$ cat src/rtl/packet_framer.sv
// packet_framer: frames a raw upstream word stream into packets for packet_fifo.
// One word is held back in H until it is known whether it ends the packet.
// A packet closes on last_i, on its MAXLEN-th word, or after TIMEOUT idle
// cycles. Any error_i seen in the packet raises drop_o on its final word.
module packet_framer #(
  parameter int  WIDTH   = 8,
  parameter int  MAXLEN  = 64,
  parameter int  TIMEOUT = 16,
  localparam int LBITS   = $clog2(MAXLEN + 1)
) (
  input  logic             clock,
  input  logic             reset,
  input  logic             valid_i,
  output logic             ready_o,
  input  logic             last_i,
  input  logic             error_i,
  input  logic [WIDTH-1:0] data_i,
  output logic             valid_o,
  input  logic             ready_i,
  output logic             last_o,
  output logic             drop_o,
  output logic [WIDTH-1:0] data_o,
  output logic [LBITS-1:0] count_o
);

  // Idle counter only needs to reach TIMEOUT-1; keep one bit when timeout is disabled.
  localparam int ICW = (TIMEOUT > 0) ? $clog2(TIMEOUT + 1) : 1;
  localparam bit TO_EN = (TIMEOUT > 0);
  localparam logic [LBITS-1:0] LEN_ONE  = LBITS'(1);
  localparam logic [LBITS-1:0] LEN_LAST = LBITS'(MAXLEN - 1);
  localparam logic [ICW-1:0]   IC_ONE   = ICW'(1);
  localparam logic [ICW-1:0]   IC_LAST  = ICW'((TIMEOUT > 0) ? (TIMEOUT - 1) : 0);

  // Hold-register occupancy viewed as a state machine.
  typedef enum logic [1:0] {
    ST_EMPTY = 2'd0,  // nothing held
    ST_HOLD  = 2'd1,  // word held, packet end not yet known
    ST_FINAL = 2'd2   // word held and known to close the packet
  } state_e;

  // Hold register H, output register O, sticky error, length and idle counters.
  logic             r_hv, r_hf, r_ef;
  logic [WIDTH-1:0] r_hd;
  logic             r_ov, r_ol, r_odrop;
  logic [WIDTH-1:0] r_od;
  logic [LBITS-1:0] r_len;
  logic [ICW-1:0]   r_ic;

  logic             w_hv_nxt, w_hf_nxt, w_ef_nxt;
  logic [WIDTH-1:0] w_hd_nxt;
  logic             w_ov_nxt, w_ol_nxt, w_odrop_nxt;
  logic [WIDTH-1:0] w_od_nxt;
  logic [LBITS-1:0] w_len_nxt;
  logic [ICW-1:0]   w_ic_nxt;

  state_e w_state;
  logic   w_ofree;
  logic   w_accept;
  logic   w_flush;
  logic   w_ov_drain;

  // Decode (hv, hf) into the named state used by the next-state logic.
  always_comb begin
    if (!r_hv) begin
      w_state = ST_EMPTY;
    end else if (!r_hf) begin
      w_state = ST_HOLD;
    end else begin
      w_state = ST_FINAL;
    end
  end

  // O can take a word when empty or draining this cycle; a final held word blocks upstream.
  assign w_ofree    = !r_ov || ready_i;
  assign ready_o    = w_ofree && (w_state != ST_FINAL);
  assign w_accept   = valid_i && ready_o;
  assign w_flush    = (w_state == ST_FINAL) && w_ofree;
  assign w_ov_drain = r_ov && !ready_i;

  // Next-state for H, O, error flag, length and idle counter.
  always_comb begin
    w_hv_nxt    = r_hv;
    w_hf_nxt    = r_hf;
    w_hd_nxt    = r_hd;
    w_ef_nxt    = r_ef;
    w_ov_nxt    = w_ov_drain;
    w_ol_nxt    = r_ol;
    w_od_nxt    = r_od;
    w_odrop_nxt = r_odrop;
    w_len_nxt   = r_len;
    w_ic_nxt    = r_ic;
    case (w_state)
      ST_EMPTY, ST_HOLD: begin
        if (w_accept) begin
          // A previously held word is now known not to be final: push it to O.
          if (w_state == ST_HOLD) begin
            w_ov_nxt    = 1'b1;
            w_ol_nxt    = 1'b0;
            w_od_nxt    = r_hd;
            w_odrop_nxt = 1'b0;
          end else begin
            w_ov_nxt    = w_ov_drain;
          end
          w_hv_nxt  = 1'b1;
          w_hd_nxt  = data_i;
          w_hf_nxt  = last_i || (r_len == LEN_LAST);
          w_ef_nxt  = r_ef | error_i;
          w_len_nxt = r_len + LEN_ONE;
          w_ic_nxt  = {ICW{1'b0}};
        end else if ((w_state == ST_HOLD) && TO_EN) begin
          // Idle while holding: close the packet after TIMEOUT idle edges.
          if (r_ic == IC_LAST) begin
            w_hf_nxt = 1'b1;
            w_ic_nxt = {ICW{1'b0}};
          end else begin
            w_ic_nxt = r_ic + IC_ONE;
          end
        end else begin
          w_ic_nxt = {ICW{1'b0}};
        end
      end
      ST_FINAL: begin
        if (w_flush) begin
          w_ov_nxt    = 1'b1;
          w_ol_nxt    = 1'b1;
          w_od_nxt    = r_hd;
          w_odrop_nxt = r_ef;
          w_hv_nxt    = 1'b0;
          w_hf_nxt    = 1'b0;
          w_ef_nxt    = 1'b0;
          w_len_nxt   = {LBITS{1'b0}};
          w_ic_nxt    = {ICW{1'b0}};
        end else begin
          w_ic_nxt    = {ICW{1'b0}};
        end
      end
      default: begin
        w_hv_nxt  = 1'b0;
        w_hf_nxt  = 1'b0;
        w_ef_nxt  = 1'b0;
        w_len_nxt = {LBITS{1'b0}};
        w_ic_nxt  = {ICW{1'b0}};
      end
    endcase
  end

  // State registers with synchronous active-high reset.
  always_ff @(posedge clock) begin
    if (reset) begin
      r_hv    <= 1'b0;
      r_hf    <= 1'b0;
      r_hd    <= {WIDTH{1'b0}};
      r_ef    <= 1'b0;
      r_ov    <= 1'b0;
      r_ol    <= 1'b0;
      r_od    <= {WIDTH{1'b0}};
      r_odrop <= 1'b0;
      r_len   <= {LBITS{1'b0}};
      r_ic    <= {ICW{1'b0}};
    end else begin
      r_hv    <= w_hv_nxt;
      r_hf    <= w_hf_nxt;
      r_hd    <= w_hd_nxt;
      r_ef    <= w_ef_nxt;
      r_ov    <= w_ov_nxt;
      r_ol    <= w_ol_nxt;
      r_od    <= w_od_nxt;
      r_odrop <= w_odrop_nxt;
      r_len   <= w_len_nxt;
      r_ic    <= w_ic_nxt;
    end
  end

  assign valid_o = r_ov;
  assign last_o  = r_ol;
  assign drop_o  = r_odrop;
  assign data_o  = r_od;
  assign count_o = r_len;

endmodule

$ cat config.mk
export PLATFORM = sky130hd
export DESIGN_NAME = packet_framer
export DESIGN_NICKNAME = d
export VERILOG_FILES = /design/src/rtl/packet_framer.sv
export SDC_FILE = /design/constraint.sdc
export NUM_CORES = 1
export LEC_CHECK = 0
export CAP_MARGIN = 30
export CELL_PAD_IN_SITES_DETAIL_PLACEMENT = 1
export CELL_PAD_IN_SITES_GLOBAL_PLACEMENT = 2
export CORE_ASPECT_RATIO = 1.4
export CORE_UTILIZATION = 36
export DETAILED_ROUTE_END_ITERATION = 10
export DONT_BUFFER_PORTS = 1
export GPL_TIMING_DRIVEN = 0
export PLACE_DENSITY_LB_ADDON = 0.1
export SLEW_MARGIN = 10
export SYNTH_ARGS = -nofsm -noshare
export SYNTH_HDL_FRONTEND = slang
export SYNTH_SLANG_ARGS = --single-unit
$ cat constraint.sdc
create_clock -name clock -period 1.9 [get_ports clock]
set_clock_uncertainty 0.15 [all_clocks]
set_input_delay 0.475 -clock clock [delete_from_list [all_inputs] [get_ports clock]]
set_output_delay 0.475 -clock clock [all_outputs]
set_load 0.01 [all_outputs]
; Yosys cells after proc, flatten, opt, wreduce, memory -nomap -nowiden
; Cells that the tools add are included.
[op_classes]
addsub = 2
n_mul = 0
div_mod_pow = 0
order_cmp = 0
n_eq_ne = 10
shifts = 0
n_mux = 28
bitwise_logic = 3
reduce_logical = 16
[op_table]
columns = cell, n
row1 = $mux W8, 3
row2 = $pmux W8 S2, 1
row3 = $mux W7, 2
row4 = $pmux W7 S2, 1
row5 = $mux W1, 13
row6 = $pmux W1 S2, 6
row7 = $ne A2 B2 Y1 const B, 4
row8 = $add A7 B1 Y7 const B, 1
row9 = $eq A7 B6 Y1 const B, 1
row10 = $ne A3 B3 Y1 const B, 2
row11 = $add A5 B1 Y5 const B, 1
row12 = $eq A5 B4 Y1 const B, 1
row13 = $reduce_or A5 Y1, 1
row14 = $logic_and A1 B1 Y1, 4
row15 = $mux W2, 2
row16 = $reduce_and A2 Y1, 2
row17 = $reduce_and A4 Y1, 1
row18 = $reduce_and A3 Y1, 1
row19 = $eq A2 B1 Y1 const B, 1
row20 = $eq A2 B2 Y1 const B, 1
row21 = $logic_not A1 Y1, 2
row22 = $logic_not A2 Y1, 1
row23 = $logic_or A1 B1 Y1, 2
row24 = $not A1 Y1, 2
row25 = other kinds (3), 3
[word_totals]
ff_bits = 34
latchBits = 0
ram_bits = 0
mem_bits_ro = 0
elab_cells = 69
n_memories = 0

; Longest topological paths before layout
; Gate-level depths: netlist of the first run.
[logic_depth]
depth_word = 7
ltp_mapped = 6

; Worst setup path after synthesis of the first run
; No wires, ideal clock.
[synth_timing]
path_type = reg2reg
start = register r_len[0] (netlist: count_o[0])
end = register r_len[6] (netlist: count_o[6])
setup_ps = 70
t_arrival_ps = 1411
required_ps = 1680
slack_ps = 269
stages_incl_launch_ff = 6
path_buffers = 0
period_less_slack_ps = 1631
cell_sequence = dfxtp_1 > ha_1 > and3_4 > nand4_1 > or4_1 > a21oi_1
[synth_via]
elab_chain_len = 3
[synth_lines]
columns = element, line
row1 = "start, declared", 46  ; logic [LBITS-1:0] r_len;
row2 = "start signal, assigned", 158  ; r_len <= {LBITS{1'b0}};
row3 = "start signal, assigned", 169  ; r_len <= w_len_nxt;
row4 = $add A7 B1 Y7, 108  ; w_len_nxt = r_len + LEN_ONE;
row5 = $mux W7, 94  ; if (w_accept) begin
row6 = $pmux W7 S2, 92  ; case (w_state)
; No other way between the ends. The select of a mux whose other input is x is not followed.
; A chain may end at the register's enable or synchronous reset.

; Worst setup path after layout of the first run
[layout_timing]
start = register r_len[1] (netlist: count_o[1])
end = register r_len[6] (netlist: count_o[6])
; Same word-level chain as after synthesis.

==> impl_metrics.py, run 1 <==
metrics = {
    "floorplanning": {
        "row_count": 26,
        "dieArea_um2": 4110,
        "pin_count": 33,
        "start_util_pct": 37.7,
        "core_um2": 3680,
        "die-width_um": 54.4,
        "fp.dieH_um": 75.4,
    },
    "timing": {
        "rsz0062_at_grt": "false",
        "worst_slew_pin_slew_ps": 530,
        "slew_headroom_pct": 64.7,
        "maxSlewViolCount": 0,
        "hold_violations": 0,
        "whs_ps": 169,
        "setup_viol": 0,
        "post-route-min-period_ps": 1790,
        "period_share_pct": 94.3,
        "tns_ps": 0,
        "max_freq_ghz": 0.558,
    },
    "cells_and_area": {
        "fill_cells": 429,
        "diodes": 0,
        "mostFrequentLayoutCell": "dfxtp_1",
        "final_cell_mix": "33 x dfxtp_1, 20 x nand2_1, 18 x nor2_1, 17 x a21oi_1, 8 x mux2i_1",
        "nets": 174,
        "drive_gt1_share_pct": 10.8,
        "syn_to_final_growth_pct": 10.9,
        "final_util_pct": 41.8,
    },
    "grt": {
        "track_usage_pct": 17.1,
        "grt_pass1_wl_um": 4870,
        "grtUsageMet2_pct": 29.4,
        "use_met3_pct": 6.39,
        "use_met1_pct": 18.6,
        "antenna_found_initial": 0,
        "grt_max_degree": 11,
        "grt-ovfl-total": 0,
        "grt_pass1_vias": 1047,
        "top_usage_layer": "met2",
    },
    "worst_setup_path": {
        "r2r_start": "count_o[1]",
        "end_kind": "flip-flop",
        "timing.reg2reg.setup_slack_ps": 110,
        "cp-start-kind": "flip-flop",
        "required_ps": 1970,
        "critPathKind": "flip-flop to flip-flop",
        "crit_fanout": 5,
        "cp-startpoint": "count_o[1]",
        "max_stage_delay_ps": 430,
        "arrival_ps": 1860,
        "cp_slowest_cell": "dfxtp_1",
        "critical_path_depth": 5,
        "cp-endpoint": "count_o[6]",
        "cp_num_buf_inv": 0,
        "crit_chain": "ha_1 -> and3_4 -> nand4_1 -> or4_1 -> a21oi_1",
        "crit_family": "simple AND/OR/NAND/NOR gates",
        "reg2reg_depth": 5,
        "rr_endpoint": "count_o[6]",
    },
    "power_and_ir_drop": {
        "finalPower_mw": 1.45,
        "power_density_nw_per_um2": 941,
        "ir_worst_vdd_v": 0.000555,
        "leakagePower_nw": 0.631,
    },
    "clocking": {
        "cts_tree": "built",
        "post_cts_buffers": 0,
        "clk_latency_ps": 290,
        "clk_transition_reported_paths_ps": 70,
        "cts.sinks": 34,
        "clk_path_buf_depth": 2,
        "cts_buffers": 5,
        "cts-root-buf": "clkbuf_8",
        "h-tree-depth": 2,
    },
    "logic_synthesis": {
        "ys_async_sr_fraction_pct": 0,
        "synth_area_leaders": "dfxtp_1 49%, a21oi_1 6.1%, mux2i_1 5.8%, nand2_1 5.4%, nor2_1 4.9%",
        "yosysTopAreaCellShare_pct": 49.1,
        "syn_avg_cell_area_um2": 9.24,
        "syn_nets": 167,
        "synth_area_um2": 1390,
        "synth_seq_cells": 34,
        "synth_edf_count": 0,
        "netlist_instances": 150,
        "synth_seq_area_share_pct": 49.1,
        "synth_top_area_cell": "dfxtp_1",
        "ys.warnings.count": 0,
        "ys_types": 37,
        "ys.flop_type": "dfxtp_1",
    },
    "routing": {
        "vias": 1116,
        "vias_per_cell": 5.58,
        "dr.pass1.iters": 4,
        "route.detailed.wl_per_inst_um": 16.3,
        "ant_nets": 0,
        "drt_wl_total_um": 3270,
        "drcViolationCount": 0,
        "drtIter0Drc": 32,
    },
    "hold_path": {
        "worstHoldPathType": "input pin to flip-flop",
    },
    "placement": {
        "portBuffers": 0,
        "dp_hpwl_um": 2350,
        "place.gp.congestion": 0.703,
    },
    "run_status": {
        "outcome": "complete, no violations",
    },
    "run": {
        "cap_viol_max_count": 0,
    },
}
==> where the power goes <==
part,switching [mW],internal [mW]
Sequential,0.0269,0.741
Clock,0.264,0.292
Combinational,0.0750,0.0472
Total,0.366,1.08
==> cell families after synthesis <==
kind of cell | share of synthesized area [%]
compound gates | 14.6
xor+xnor | 1.26
fa+ha+maj | 2.71
buf+inv | 4.24
flops | 49.1
mux | 5.78
simple gates | 22.3
==> sequential cells by signal, summed over array words and instances, names as in the netlist <==
| name | count |
|---|---|
| valid_o | 1 |
| last_o | 1 |
| r_hf | 1 |
| drop_o | 1 |
| data_o | 8 |
| r_ef | 1 |
| r_ic | 5 |
| r_hd | 8 |
| count_o | 7 |
| r_hv | 1 |
==> synth_stat cells (all sizes together), types with 2 or more instances <==
master  count
mux2i       8
o21ai       3
nand3       3
buf         4
inv         2
ha          3
nor2       19
a22oi       2
a41oi       2
nand2b      2
nand2      20
nor3        6
and3        4
dfxtp      34
clkbuf      2
o211a       3
nand3b      2
a21oi      17
==> worst reg2reg max path, cell delays in order, from the launching register on <==
cell and delay (ps):
dfxtp_1 430, ha_1 240, and3_4 240, nand4_1 100, or4_1 410, a21oi_1 160
==> per-layer routing <==
metal | routed length, um | vias up
met5 | 0 | -
met3 | 223 | 5
met4 | 46 | 0
met2 | 1630 | 29
met1 | 1370 | 543
li1 | - | 539
==> worst min path at each step <==
| stage | cells after the start | from | slack, ps | to |
|---|---|---|---|---|
| after floorplan | 1 | r_ic[0] | 270 | r_ic[0] |
| after global placement | 1 | r_ic[0] | 280 | r_ic[0] |
| after detailed placement | 1 | r_ic[0] | 300 | r_ic[0] |
| after CTS | 2 | data_i[4] | 160 | r_hd[4] |
| after global routing | 2 | data_i[1] | 160 | r_hd[1] |
| final | 2 | data_i[4] | 170 | r_hd[4] |
==> area by class of cell <==
class	count	area [um2]	area share, %
clock inverters	1	5.00	0.325
inverters	2	7.51	0.488
flip-flops and latches	34	682	44.3
plain buffers	7	51.3	3.34
clock buffers	7	86.3	5.61
multi-input cells	107	653	42.5
well taps	42	52.6	3.42
==> stage by stage <==
step,worst slack (ps),instances,cell area [um2]
CTS,61.7,200,1530
floorplan,269,150,1390
finish,108,200,1540
detailed placement,74.6,192,1440
global route,21.2,200,1540
global placement,109,192,1440
==> what timing repair did <==
item                                    4_1_cts  5_1_grt
endpoints found under the setup margin        0        6
resized for setup                             0        2
hold buffers                                  0        0
Note: power is estimated with default switching activity, not from simulation.
==> run 2: changes to the inputs <==
CORE_UTILIZATION = 39   (was 36)
clock period = 2.26 ns   (was 1.9 ns; I/O delays follow)
==> impl_metrics.py, run 2 (same netlist as run 1, synthesis figures left out) <==
metrics = {
    "clocking": {
        "cts-root-buf": "clkbuf_8",
        "post_cts_buffers": 0,
        "cts_tree": "built",
        "cts_buffers": 5,
        "cts.sinks": 34,
        "clk_transition_reported_paths_ps": 80,
        "clk_latency_ps": 290,
        "postCtsHoldBufs": 0,
        "clk_path_buf_depth": 2,
        "ctsResizeCount": 0,
        "h-tree-depth": 2,
    },
    "cells_and_area": {
        "nets": 174,
        "syn_to_final_growth_pct": 13.5,
        "final_cell_mix": "34 x dfxtp_1, 20 x nand2_1, 18 x nor2_1, 17 x a21oi_1, 8 x mux2i_1",
        "diodes": 0,
        "mostFrequentLayoutCell": "dfxtp_1",
        "final_util_pct": 46.6,
        "drive_gt1_share_pct": 10.1,
    },
    "timing": {
        "max_freq_ghz": 0.546,
        "slew_headroom_pct": 67.3,
        "post-route-min-period_ps": 1830,
        "setup_viol": 0,
        "whs_ps": 255,
        "tns_ps": 0,
        "period_share_pct": 81.0,
        "rsz0062_at_grt": "false",
        "maxSlewViolCount": 0,
        "worst_slew_pin_slew_ps": 491,
        "hold_violations": 0,
    },
    "worst_setup_path": {
        "cp-start-kind": "flip-flop",
        "arrival_ps": 1120,
        "crit_fanout": 8,
        "required_ps": 1540,
        "end_kind": "output pin",
        "critPathKind": "flip-flop to output pin",
    },
    "floorplanning": {
        "fp.dieH_um": 72.5,
        "dieArea_um2": 3800,
        "core_um2": 3380,
        "row_count": 25,
        "pin_count": 33,
        "start_util_pct": 41.0,
        "die-width_um": 52.4,
    },
    "power_and_ir_drop": {
        "ir_worst_vdd_v": 0.000676,
        "pwr-share-seq_pct": 45.2,
        "leakagePower_nw": 0.649,
        "clkPwrFrac_pct": 47.7,
        "finalPower_mw": 1.43,
        "power_frac_comb_pct": 7.1,
        "switching_power_mw": 0.323,
        "switching_share_pct": 22.6,
        "power_density_nw_per_um2": 906,
        "internal_power_mw": 1.10,
    },
    "grt": {
        "track_usage_pct": 17.9,
        "grt_pass1_vias": 1112,
        "grt_max_degree": 13,
        "grt-ovfl-total": 0,
        "grt_pass1_wl_um": 4940,
        "antenna_found_initial": 0,
    },
    "run_status": {
        "outcome": "complete, no violations",
    },
    "routing": {
        "dr.pass1.iters": 4,
        "ant_nets": 0,
        "route.detailed.wl_per_inst_um": 16.0,
        "drt_wl_total_um": 3180,
        "vias_per_cell": 5.51,
        "drtIter0Drc": 24,
        "vias": 1091,
        "drcViolationCount": 0,
    },
    "placement": {
        "dp_hpwl_um": 2320,
        "place.gp.congestion": 0.728,
        "portBuffers": 0,
    },
    "run": {
        "cap_viol_max_count": 0,
    },
    "hold_path": {
        "worstHoldPathType": "input pin to flip-flop",
    },
}
==> run 2: cell count changes in the layout (fill, tap and decap cells not counted), sizes merged <==
cell    delta
clkbuf     -2
bufinv     +2
==> run 2: layer usage <==
metal / share of wire [%] / wire [um] / global-route usage (%)
met1: 39 / 1240 / 18.7
met2: 53 / 1670 / 30.5
met3: 6.5 / 208 / 6.71
met4: 1.8 / 58 / 8.77
met5: 0 / 0 / 0
==> run 2: worst max-delay path, stage by stage (launching register included) <==
cell	delay (ps)
dfxtp_1	350
nor2b_1	140
buf_4	160
nor2_1	180
==> run 2: area by class of cell <==
type	count	area, um2
Clock inverter	3	68.8
Fill cell	388	1800
Sequential cell	34	681
Clock buffer	5	68.8
Buffer	7	51.3
Tap cell	40	50.0
Inverter	2	7.51
Multi-Input combinational cell	107	647
==> run 2: path summary, 6_finish.rpt <==
path | from | to | slack (ps) | depth (start not counted)
max | valid_o | ready_o | 430 | 3
min | data_i[5] | r_hd[5] | 260 | 2
max reg2reg | count_o[0] | count_o[6] | 440 | 5
min reg2reg | r_ic[0] | r_ic[0] | 300 | 1
==> run 2: power by group through the flow <==
stage	combinational (mW)	sequential, mW	clock (mW)
after floorplan	0.0804	0.654	0
after global placement	0.101	0.657	0
after detailed placement	0.103	0.659	0
after CTS	0.104	0.645	0.699
after global routing	0.112	0.648	0.725
final	0.101	0.645	0.681
==> run 2: metrics by stage <==
step	worst slack, ps	std cells	area [um2]
final	430	198	1570
after global routing	311	198	1570
after CTS	406	198	1570
after detailed placement	323	190	1440
after global placement	384	190	1440
after floorplan	557	150	1390
==> run 3: changes to the inputs <==
CORE_UTILIZATION = 36   (was 39)
clock period = 1.78 ns   (was 2.26 ns; I/O delays follow)
==> impl_metrics.py, run 3 (same netlist as run 1, synthesis figures left out) <==
metrics = {
    "timing": {
        "max_freq_ghz": 0.581,
        "slew_headroom_pct": 65.1,
        "whs_ps": 140,
        "hold_violations": 0,
        "period_share_pct": 96.7,
        "maxSlewViolCount": 0,
        "worst_slew_pin_slew_ps": 523,
        "rsz0062_at_grt": "true",
        "post-route-min-period_ps": 1720,
        "setup_viol": 0,
    },
    "floorplanning": {
        "dieArea_um2": 4110,
        "pin_count": 33,
        "row_count": 26,
        "die-width_um": 54.4,
        "core_um2": 3680,
        "fp.dieH_um": 75.4,
        "start_util_pct": 37.7,
    },
    "clocking": {
        "clk_path_buf_depth": 2,
        "cts_tree": "built",
        "clk_latency_ps": 290,
        "post_cts_buffers": 0,
        "h-tree-depth": 2,
        "postCtsHoldBufs": 0,
        "ctsResizeCount": 3,
        "cts.sinks": 34,
        "cts_buffers": 5,
        "clk_transition_reported_paths_ps": 70,
        "cts-root-buf": "clkbuf_8",
    },
    "cells_and_area": {
        "final_cell_mix": "32 x dfxtp_1, 19 x nand2_1, 18 x nor2_1, 17 x a21oi_1, 8 x mux2i_1",
        "instances_no_fill": 200,
        "syn_to_final_growth_pct": 12.3,
        "mostFrequentLayoutCell": "dfxtp_1",
        "drive_gt1_share_pct": 12.7,
        "nets": 174,
        "diodes": 0,
    },
    "placement": {
        "portBuffers": 0,
        "place.gp.congestion": 0.703,
        "dp_cells": 192,
        "dp_hpwl_um": 2350,
    },
    "worst_setup_path": {
        "max_stage_delay_ps": 350,
        "arrival_ps": 1130,
        "crit_fanout": 8,
        "crit_chain": "nor2b_1 -> buf_4 -> nor2_1",
        "reg2reg_depth": 5,
        "end_kind": "output pin",
        "cp_slowest_cell": "dfxtp_1",
        "cp-start-kind": "flip-flop",
        "critPathKind": "flip-flop to output pin",
        "timing.reg2reg.setup_slack_ps": 70,
        "required_ps": 1180,
    },
    "routing": {
        "drt_wl_total_um": 3280,
        "vias_per_cell": 5.62,
        "route.detailed.wl_per_inst_um": 16.4,
        "met1_length_um": 1380,
        "drtIter0Drc": 31,
        "dr.pass1.iters": 4,
        "vias": 1124,
        "drcViolationCount": 0,
        "met3_length_um": 219,
        "highest_layer": "met4",
        "ant_nets": 0,
        "wl_met2_um": 1640,
    },
    "hold_path": {
        "worstHoldPathType": "input pin to flip-flop",
        "holdPathStages": 2,
    },
    "grt": {
        "antenna_found_initial": 0,
        "track_usage_pct": 17.4,
        "grt_max_degree": 11,
        "grt-ovfl-total": 0,
        "grt_pass1_wl_um": 4950,
        "grt_pass1_vias": 1064,
    },
    "power_and_ir_drop": {
        "leakagePower_nw": 0.633,
        "power_density_nw_per_um2": 994,
        "ir_worst_vdd_v": 0.000592,
    },
    "run_status": {
        "outcome": "complete, no violations",
    },
    "run": {
        "cap_viol_max_count": 0,
    },
}
## run 3: routing by layer
metal  GRT usage (%)  up-vias
met4            6.84        0
met5               0        -
met1            19.1      547
li1                -      542
met2            29.7       30
met3            6.39        5
## run 3: cell type report
cell class	count	area (um2)
Clock buffer	7	86.3
Buffer	7	51.3
Clock inverter	1	5.00
Sequential cell	34	686
Multi-Input combinational cell	107	668
Inverter	2	7.51
Fill cell	427	2120
Tap cell	42	52.6
## run 3: worst max-delay path, delay by kind of cell, from the launching register on
family / cells / cell delay, ps
DFF: 1 / 350
buffers and inverters: 1 / 160
and+or+nand+nor: 2 / 330
## run 3: worst paths after layout
check             startpoint         end
setup / recovery     valid_o     ready_o
hold / removal     data_i[4]     r_hd[4]
setup reg to reg  count_o[1]  count_o[6]
hold reg to reg      r_ic[0]     r_ic[0]
## run 3: stage by stage
stage / power (mW) / TNS (ps) / setup WS, ps / cell area (um2) / util [%]
global route: 1.63 / -12.1 / -12.1 / 1560 / 42.3
finish: 1.55 / 0 / 59.3 / 1560 / 42.3
detailed placement: 0.969 / -153 / -45.4 / 1440 / 39.1
global placement: 0.963 / 0 / 13.5 / 1440 / 39.1
floorplan: 0.932 / 0 / 149 / 1390 / -
CTS: 1.57 / 0 / 25.1 / 1540 / 41.9
## run 3: where the power goes
group          switching [mW]  internal [mW]
registers              0.0296          0.791
clock network           0.281          0.312
logic                  0.0808         0.0527
total                   0.391           1.16
